[src/rtl/pixel_pkg.sv]
// Shared types and constants for the pixel write queue: screen geometry,
// framebuffer widths, controller state encoding and the FIFO entry layout.
package pixel_pkg;

  localparam int SCREEN_W = 160;
  localparam int SCREEN_H = 120;
  localparam int ADDR_W   = 15;
  localparam int COLOUR_W = 3;
  localparam int X_W      = 8;
  localparam int Y_W      = 7;
  localparam int ENTRY_W  = ADDR_W + COLOUR_W;

  typedef enum logic [1:0] {
    ST_IDLE  = 2'd0,
    ST_WRITE = 2'd1,
    ST_CLEAR = 2'd2
  } state_e;

  typedef struct packed {
    logic [ADDR_W-1:0]   addr;
    logic [COLOUR_W-1:0] colour;
  } entry_t;

  // Row-major framebuffer address; the 160-wide screen uses shift-add instead of a multiplier.
  function automatic logic [ADDR_W-1:0] pixel_addr(input logic [X_W-1:0] x,
                                                   input logic [Y_W-1:0] y,
                                                   input int unsigned    width);
    logic [ADDR_W-1:0] y_ext;
    logic [ADDR_W-1:0] row;
    y_ext = ADDR_W'(y);
    if (width == 160) row = (y_ext << 7) + (y_ext << 5);
    else              row = y_ext * ADDR_W'(width);
    return row + ADDR_W'(x);
  endfunction

endpackage

[src/rtl/pixel_fifo.sv]
// Synchronous DEPTH-entry FIFO of framebuffer writes with full/empty flags.
// Push while full and pop while empty are ignored; simultaneous push/pop is allowed.
import pixel_pkg::*;

module pixel_fifo #(
  parameter int DEPTH = 8
) (
  input  logic   clk,
  input  logic   rst,
  input  logic   push_i,
  input  entry_t wr_entry_i,
  input  logic   pop_i,
  output entry_t head_o,
  output logic   full_o,
  output logic   empty_o
);

  localparam int PTR_W = (DEPTH > 1) ? $clog2(DEPTH) : 1;

  entry_t           mem_q [DEPTH];
  logic [PTR_W:0]   wr_ptr_q, wr_ptr_d;
  logic [PTR_W:0]   rd_ptr_q, rd_ptr_d;
  logic             do_push;
  logic             do_pop;

  // Extra pointer MSB distinguishes full from empty when the indices match.
  assign empty_o = (wr_ptr_q == rd_ptr_q);
  assign full_o  = (wr_ptr_q[PTR_W] != rd_ptr_q[PTR_W]) &&
                   (wr_ptr_q[PTR_W-1:0] == rd_ptr_q[PTR_W-1:0]);

  assign do_push = push_i && !full_o;
  assign do_pop  = pop_i && !empty_o;
  assign head_o  = mem_q[rd_ptr_q[PTR_W-1:0]];

  always_comb begin
    wr_ptr_d = wr_ptr_q;
    rd_ptr_d = rd_ptr_q;
    if (do_push) wr_ptr_d = wr_ptr_q + 1'b1;
    if (do_pop)  rd_ptr_d = rd_ptr_q + 1'b1;
  end

  always_ff @(posedge clk) begin
    if (!rst) begin
      wr_ptr_q <= '0;
      rd_ptr_q <= '0;
    end else begin
      wr_ptr_q <= wr_ptr_d;
      rd_ptr_q <= rd_ptr_d;
    end
  end

  always_ff @(posedge clk) begin
    if (do_push) mem_q[wr_ptr_q[PTR_W-1:0]] <= wr_entry_i;
  end

endmodule

[src/rtl/pixel_write_queue.sv]
// Queues pixel plots into a FIFO and drains them as handshaked framebuffer writes,
// with a whole-screen clear. Optional range filtering under PIXEL_BOUNDS_CHECK_EN.
import pixel_pkg::*;

module pixel_write_queue #(
  parameter int DEPTH           = 8,
  parameter int X_SCREEN_PIXELS = SCREEN_W,
  parameter int Y_SCREEN_PIXELS = SCREEN_H
) (
  input  logic                clk,
  input  logic                rst,
  input  logic [X_W-1:0]      iX,
  input  logic [Y_W-1:0]      iY,
  input  logic [COLOUR_W-1:0] iColour,
  input  logic                iPlot,
  output logic                oReady,
  input  logic                iClear,
  output logic [ADDR_W-1:0]   oAddr,
  output logic [COLOUR_W-1:0] oData,
  output logic                oWe,
  input  logic                iAck,
  output logic                oBusy,
  output logic [7:0]          oDropCount
);

  localparam logic [ADDR_W-1:0] CLEAR_LAST = ADDR_W'(X_SCREEN_PIXELS * Y_SCREEN_PIXELS - 1);

  state_e            state_q, state_d;
  logic              pending_q, pending_d;
  logic [ADDR_W-1:0] clr_q, clr_d;

  entry_t            wr_entry;
  entry_t            head;
  logic              fifo_full;
  logic              fifo_empty;
  logic              push;
  logic              pop;
  logic              out_of_range;

  function automatic logic [7:0] sat_inc(input logic [7:0] v);
    return (v == 8'hFF) ? v : v + 8'd1;
  endfunction

`ifdef PIXEL_BOUNDS_CHECK_EN
  logic [7:0] drop_q, drop_d;

  assign out_of_range = (32'(iX) >= 32'(X_SCREEN_PIXELS)) ||
                        (32'(iY) >= 32'(Y_SCREEN_PIXELS));

  // Only a plot that would otherwise have been accepted counts as a drop.
  always_comb begin
    drop_d = drop_q;
    if (iPlot && !fifo_full && out_of_range) drop_d = sat_inc(drop_q);
  end

  always_ff @(posedge clk) begin
    if (!rst) drop_q <= '0;
    else      drop_q <= drop_d;
  end

  assign oDropCount = drop_q;
`else
  assign out_of_range = 1'b0;
  assign oDropCount   = 8'd0;
`endif

  assign wr_entry.addr   = pixel_addr(iX, iY, X_SCREEN_PIXELS);
  assign wr_entry.colour = iColour;

  assign push = iPlot && !fifo_full && !out_of_range;
  assign pop  = (state_q == ST_WRITE) && iAck;

  pixel_fifo #(
    .DEPTH (DEPTH)
  ) u_fifo (
    .clk        (clk),
    .rst        (rst),
    .push_i     (push),
    .wr_entry_i (wr_entry),
    .pop_i      (pop),
    .head_o     (head),
    .full_o     (fifo_full),
    .empty_o    (fifo_empty)
  );

  assign oReady = !fifo_full;
  assign oBusy  = !fifo_empty || pending_q || (state_q != ST_IDLE);

  // A clear request is remembered until IDLE hands it to CLEAR; requests during CLEAR are dropped.
  always_comb begin
    pending_d = pending_q;
    if (iClear && (state_q != ST_CLEAR)) pending_d = 1'b1;
    if ((state_q == ST_IDLE) && pending_q) pending_d = 1'b0;
  end

  always_comb begin
    state_d = state_q;
    clr_d   = clr_q;
    oWe     = 1'b0;
    oAddr   = '0;
    oData   = '0;
    unique case (state_q)
      ST_IDLE: begin
        if (pending_q)        state_d = ST_CLEAR;
        else if (!fifo_empty) state_d = ST_WRITE;
      end
      ST_WRITE: begin
        oWe   = 1'b1;
        oAddr = head.addr;
        oData = head.colour;
        if (iAck) state_d = ST_IDLE;
      end
      ST_CLEAR: begin
        oWe   = 1'b1;
        oAddr = clr_q;
        if (iAck) begin
          if (clr_q == CLEAR_LAST) begin
            clr_d   = '0;
            state_d = ST_IDLE;
          end else begin
            clr_d = clr_q + 1'b1;
          end
        end
      end
      default: state_d = ST_IDLE;
    endcase
  end

  always_ff @(posedge clk) begin
    if (!rst) begin
      state_q   <= ST_IDLE;
      pending_q <= 1'b0;
      clr_q     <= '0;
    end else begin
      state_q   <= state_d;
      pending_q <= pending_d;
      clr_q     <= clr_d;
    end
  end

endmodule
[config.mk]
export PLATFORM = sky130hd
export DESIGN_NAME = pixel_write_queue
export DESIGN_NICKNAME = d
export VERILOG_FILES = /design/src/rtl/pixel_pkg.sv /design/src/rtl/pixel_fifo.sv /design/src/rtl/pixel_write_queue.sv
export SDC_FILE = /design/constraint.sdc
export NUM_CORES = 1
export LEC_CHECK = 0
export CELL_PAD_IN_SITES_DETAIL_PLACEMENT = 0
export CELL_PAD_IN_SITES_GLOBAL_PLACEMENT = 1
export CORE_ASPECT_RATIO = 0.8
export CORE_MARGIN = 1
export CORE_UTILIZATION = 35
export CTS_CLUSTER_DIAMETER = 100
export DETAILED_ROUTE_END_ITERATION = 10
export PLACE_DENSITY = 0.59
export SKIP_LAST_GASP = 1
export SLEW_MARGIN = 20
export SYNTH_ARGS = -nofsm -noshare
export SYNTH_HDL_FRONTEND = slang
export SYNTH_SLANG_ARGS = --single-unit
export TNS_END_PERCENT = 50
[constraint.sdc]
create_clock -name clk -period 6.23 [get_ports clk]
set_input_delay 1.869 -clock clk [delete_from_list [all_inputs] [get_ports clk]]
set_output_delay 1.869 -clock clk [all_outputs]
set_load 0.01 [all_outputs]
==> metrics.md, run 1 <==
| Metric | Value |
|---|---|
| Area fraction of the dominant cell type after synthesis | 57.9% |
| DRT Pass-1 Iters | 7 |
| Async S/R FF share, synth | 0% |
| TritonCTS clock tree | yes |
| Mapped Cells | 460 |
| GRT overflow | 0 |
| Worst-path maximum fanout | 36 |
| Yosys warns | 0 |
| Gr usage total | 15.0% |
| # clock sinks | 173 |
| # IOs | 52 |
| Gpl congestion | 0.728 |
| Post-synthesis compound-gate area fraction | 3.82% |
| Number of enable flip-flop cells after synthesis | 144 |
| Tmin final | 4890 ps |
| Post_cts resized | 0 |
| Fmax | 204 MHz |
| Internal power | 0.00210 W |
| Largest cells by area after synthesis | edfxtp_1 (58%), mux4_2 (11%), dfxtp_1 (7.8%) |
| Syn Area/Cell | 16.2 um^2 |
| Layout area overhead | 17.8% |
| P_sw | 0.000687 W |
| Number of global-route vias before repair | 4084 |
| Average routed wire per standard cell | 19.2 um |
| Synth Area in Adders | 3.72% |
| Synthesized area | 7460 um^2 |
| Placeable core area | 20800 um^2 |
| Net count, final | 554 |
| Skew final | 9.77 ps |
| Postcts setup bufs | 0 |
| Final Max Slew Viols | 0 |
| Status | finished with violations |
| Simple-gate share of the synthesized area | 7.31% |
| DRC Markers | 9 |
| Die X | 165 um |
| Commonest cells after routing, fill and taps aside | edfxtp_1 (144), clkdlybuf4s50_1 (43), mux4_2 (36), nor2_1 (35), dfxtp_1 (27) |
| Final setup fails | 0 |
| Die Y | 133 um |
| Final worst-path cycle share | 78.5% |
| Initial Utilization | 35.9% |
| Die area | 21900 um^2 |
| Seq/Total Area, Yosys | 65.7% |
| Worst-Skew Late Latency | 430 ps |
| Peak supply drop | 0.000163 V |
| 1st-iter DRT viols | 275 |
| Leak | 2.80 nW |
| Synth area leader | edfxtp_1 |
| Ant diodes | 0 |
| CP arrival | 3020 ps |
| Most common cell after layout, fill and taps aside | edfxtp_1 |
| Register bit total from synthesis | 173 |
| Worst-Margin Slew | 956 ps |
| Final wirelength | 15200 um |
| RSZ-0062 raised after global routing | no |
| Row count | 47 |
| Crit. End Element | output pin |
| Total number of vias | 3944 |
| Mux contribution to synthesized area | 13.7% |
| Post-route ant nets | 0 |
| Hold_ws | 501 ps |
| Num CTS Buffers | 17 |
| DP Wirelength | 9370 um |
| Required time worst endpoint | 4360 ps |
| WS Path Type | reg -> out |
| Max cap viols | 0 |
| Vias per std cell | 4.98 |
| Max Buffers Root-to-Sink | 2 |
| Initial antenna violation count | 0 |
| CTS Root Buffer Type | clkbuf_16 |
| Reg power frac | 47.9% |
| Worst-path clk slew | 70 ps |
| Power per standard cell area | 317 nW/um^2 |
| Ys flop type | edfxtp_1 |
| Failing checks | DRC |
| Slew HR | 36.2% |
| Clock share of power | 37.7% |
| Port Buffer Count | 43 |
| Non-filler instance count after layout | 792 |
| Largest family of logic cells by synthesized area | multiplexers |
| Worst Setup Start Kind | flip-flop |
| Dpl cells | 760 |
| Setup TNS | 0 ps |
| First-pass GRT wire length | 23600 um |
| Count of cell types in the netlist | 47 |
| Combinational share of power | 14.4% |
| Share of cells above drive strength 1 | 19.7% |
| XOR/XNOR share of the synthesized area | 3.64% |
| Filler cell count | 1892 |
| Sw frac | 24.7% |
| Fin. Hold Viols | 0 |
| Hold Buf Count CTS | 0 |
| Largest net degree at the start of global routing | 37 |
| H-tree depth | 4 |
| Worst Hold Class | reg -> reg |
final timing paths:
check                           startpoint         end  slack [ps]  depth (start not counted)
worst min register to register   pending_q  state_q[1]         500                          2
worst min-delay path             pending_q  state_q[1]         500                          2
worst max-delay path             flip-flop    oAddr[5]        1340                          6
worst max register to register  state_q[0]   clr_q[14]        3620                          7
cells in the mapped netlist (all sizes together) (5+ instances only):
cell type    n
dfxtp       29
ha          19
xnor2       15
a21oi        6
nand2       19
nor2        36
mux2        15
nand4        5
a22oi       15
edfxtp     144
nor2b       20
buf         14
xor2        16
nand2b       5
clkbuf      14
nand3        6
mux4        36
kinds of logic (layout without fill, tap and decap cells):
| logic type | after synthesis | after routing |
|---|---|---|
| buf+inv | 32 | 88 |
| compound gates | 39 | 39 |
| flops | 173 | 173 |
| other cells | 1 | 8 |
| xor+xnor | 31 | 31 |
| fa+ha+maj | 21 | 21 |
| mux | 55 | 55 |
| simple gates | 108 | 108 |
power by group through the flow:
stage	logic, W	registers [W]	clock network [W]
floorplan	0.000266	0.00135	0
CTS	0.000412	0.00134	0.00107
global route	0.000445	0.00134	0.00112
finish	0.000401	0.00133	0.00105
detailed placement	0.000409	0.00136	0
global placement	0.000405	0.00136	0
worst max-delay path: stages (launching register included):
cell             delay, ps
dfxtp_2                320
buf_4                  590
mux4_2                 590
mux2_2                 310
a22oi_1                190
nor2b_1                 70
clkdlybuf4s50_1        500
area by class of cell:
type	instances	area, um^2	share of cell area [%]
Sequential cell	173	4910	55.8
Tap cell	269	337	3.83
Clock buffer	17	425	4.84
Clock inverter	15	165	1.88
Inverter	4	15.0	0.171
Timing Repair Buffer	52	498	5.66
Multi-Input combinational cell	262	2450	27.8
routing by layer:
metal / track usage, % / share of wire, %
met1: 20.7 / 47
met2: 23.5 / 49
met3: 3.61 / 3.5
met4: 4.28 / 0.96
met5: 0 / 0
sequential cells by signal, summed over array words and instances (netlist names), named ones only:
signal,count
u_fifo.mem_q,144
clr_q,15
u_fifo.rd_ptr_q,4
u_fifo.wr_ptr_q,4
state_q,2
pending_q,1
metrics by stage:
stage | util, % | worst slack (ps) | power, W | instance area (um^2)
after floorplan | - | 2000 | 0.00162 | 7490
after global placement | 39.4 | 1320 | 0.00176 | 8200
after detailed placement | 39.4 | 1230 | 0.00177 | 8200
after CTS | 42.2 | 1240 | 0.00282 | 8790
after global routing | 42.2 | 1100 | 0.00290 | 8790
final | 42.2 | 1340 | 0.00279 | 8790
No activity file was read; power rests on OpenSTA's default activity.
==> run 2: changes to the inputs <==
--- a/config.mk
+++ b/config.mk
@@ -12,7 +12,7 @@
 export CORE_UTILIZATION = 35
 export CTS_CLUSTER_DIAMETER = 100
 export DETAILED_ROUTE_END_ITERATION = 10
-export PLACE_DENSITY = 0.59
+export PLACE_DENSITY = 0.61
 export SKIP_LAST_GASP = 1
 export SLEW_MARGIN = 20
 export SYNTH_ARGS = -nofsm -noshare
==> constraint.sdc (replaced) <==
create_clock -name clk -period 4.3 [get_ports clk]
set_input_delay 1.29 -clock clk [delete_from_list [all_inputs] [get_ports clk]]
set_output_delay 1.29 -clock clk [all_outputs]
set_load 0.01 [all_outputs]
==> metrics.md, run 2 (same netlist as run 1, synthesis figures left out) <==
| Metric | Value |
|---|---|
| Worst Hold Class | reg -> reg |
| Worst Setup Start Kind | flip-flop |
| Number of flip-flops in the largest register | 144 (unchanged) |
| Failing checks | DRC |
| Hold Buf Count CTS | 0 (unchanged) |
| Port Buffer Count | 43 (unchanged) |
| Total number of vias | 3993 (+1.2%) |
| Fmax | 241 MHz |
| Worst-Margin Slew | 750 ps (-206 ps) |
| Final worst-path cycle share | 96.4% |
| Worst path slowest cell | dfxtp_2 |
| Multi-input combinational cell area | 2440 um^2 (-0.20%) |
| Row count | 47 (unchanged) |
| WHS Path Cells | 2 (unchanged) |
| Layout area overhead | 18.7% |
| DRC Markers | 16 (+7) |
| Slowest stage delay, CP | 580 ps (about the same) |
| Post_cts resized | 0 (unchanged) |
| Leak | 2.87 nW (+2.4%) |
| Filler cell count | 1928 (+1.9%) |
| Gpl congestion | 0.750 (+3.1%) |
| Crit. End Element | output pin |
| CTS Root Buffer Type | clkbuf_16 |
| Initial Utilization | 35.9% (unchanged) |
| Setup TNS | 0 ps (unchanged) |
| Worst Reg-to-Reg Cells | 8 (+1) |
| # clock sinks | 173 (unchanged) |
| GRT Max-Usage Layer | met2 |
| Share of cells above drive strength 1 | 20.5% (+0.83 points) |
| Cells along the critical path | buf_12 -> mux4_2 -> mux2_2 -> a22oi_1 -> nor2b_1 -> clkdlybuf4s50_1 |
| DP Wirelength | 9480 um (+1.2%) |
| GRT overflow | 0 (unchanged) |
| RSZ-0062 raised after global routing | no |
| Die Y | 133 um (unchanged) |
| Status | finished with violations |
| # IOs | 52 (unchanged) |
| Worst-path maximum fanout | 16 (-56%) |
| Power per standard cell area | 455 nW/um^2 (+44%) |
| Worst-path clk slew | 70 ps (about the same) |
| Required time worst endpoint | 3010 ps (-1350 ps) |
| Net count, final | 562 (+1.4%) |
| Die X | 165 um (unchanged) |
| Placeable core area | 20800 um^2 (unchanged) |
| TritonCTS clock tree | yes |
| Skew final | 10.5 ps (+0.707 ps) |
| Max Buffers Root-to-Sink | 2 (unchanged) |
| CP arrival | 2850 ps (-170 ps) |
| 1st-iter DRT viols | 234 (-15%) |
| Final setup fails | 0 (unchanged) |
| Gr usage total | 14.9% (-0.054 points) |
| Largest net degree at the start of global routing | 34 (-8.1%) |
| DRT Pass-1 Iters | 8 (+1) |
| M3 GR Usage | 3.39% (-0.22 points) |
| Fin. Hold Viols | 0 (unchanged) |
| Ant diodes | 0 (unchanged) |
| Final Max Slew Viols | 0 (unchanged) |
| Vias per std cell | 4.99 (+0.23%) |
| Most common cell after layout, fill and taps aside | edfxtp_1 |
| Max cap viols | 0 (unchanged) |
| Slew HR | 49.6% (+13 points) |
| Number of global-route vias before repair | 4145 (+1.5%) |
| GR Util met1 | 20.8% (+0.10 points) |
| Postcts setup bufs | 0 (unchanged) |
| Die area | 21900 um^2 (unchanged) |
| Final wirelength | 15200 um (about the same) |
| Post-route ant nets | 0 (unchanged) |
| Num CTS Buffers | 17 (unchanged) |
| Tmin final | 4140 ps |
| Initial antenna violation count | 0 (unchanged) |
| First-pass GRT wire length | 23800 um (+1.1%) |
| Global Route met2 Usage | 23.7% (+0.21 points) |
| Hold_ws | 519 ps (+17.4 ps) |
| Peak supply drop | 0.000220 V (+35%) |
| Register area | 4910 um^2 (about the same) |
| Commonest cells after routing, fill and taps aside | edfxtp_1 (144), clkdlybuf4s50_1 (43), mux4_2 (36), nor2_1 (35), dfxtp_1 (28) |
| Worst-Skew Late Latency | 420 ps (about the same) |
| Average routed wire per standard cell | 19.0 um (-1.1%) |
| WS Path Type | reg -> out |
| H-tree depth | 4 (unchanged) |
==> run 2: report_power, final <==
group	internal, W	switching, W	total, W
clock network	0.000820	0.000681	0.00150
logic	0.000286	0.000309	0.000595
registers	0.00191	0.0000295	0.00194
==> run 2: cell type report <==
| class | count | area share (%) |
|---|---|---|
| clock inverter | 15 | 1.71 |
| inverter | 4 | 0.169 |
| clock buffer | 17 | 4.80 |
| sequential | 173 | 55.4 |
| tap | 269 | 3.80 |
| multi-input combinational | 262 | 27.6 |
| timing repair buffer | 60 | 6.58 |
==> run 2: path summary, 6_finish.rpt <==
path               from          to  slack [ps]
min reg2reg   pending_q  state_q[1]         520
max reg2reg  state_q[0]   clr_q[11]        1880
min           pending_q  state_q[1]         520
max           flip-flop    oAddr[6]         160
==> run 2: per-stage QoR <==
step	utilization, %	instance area [um^2]	std cells	power (W)	worst slack, ps
2_1_floorplan	-	7490	467	0.00234	653
3_3_place_gp	39.8	8280	768	0.00257	178
3_5_place_dp	39.8	8280	768	0.00258	98.0
4_1_cts	42.6	8860	800	0.00409	68.2
5_1_grt	42.6	8860	800	0.00420	1.13
6_report	42.6	8860	800	0.00403	157
==> run 2: layer usage <==
metal	routed length (um)	part of all wire, %
met1	7010	46
met2	7480	49
met3	636	4.2
met4	49	0.32
met5	0	0
==> run 2: worst max-delay path: cells and delay by family (launching register included) <==
family / cells / cell delay [ps]
mux: 2 / 810
simple gates: 1 / 90
buf+inv: 2 / 720
flops: 1 / 580
compound gates: 1 / 220
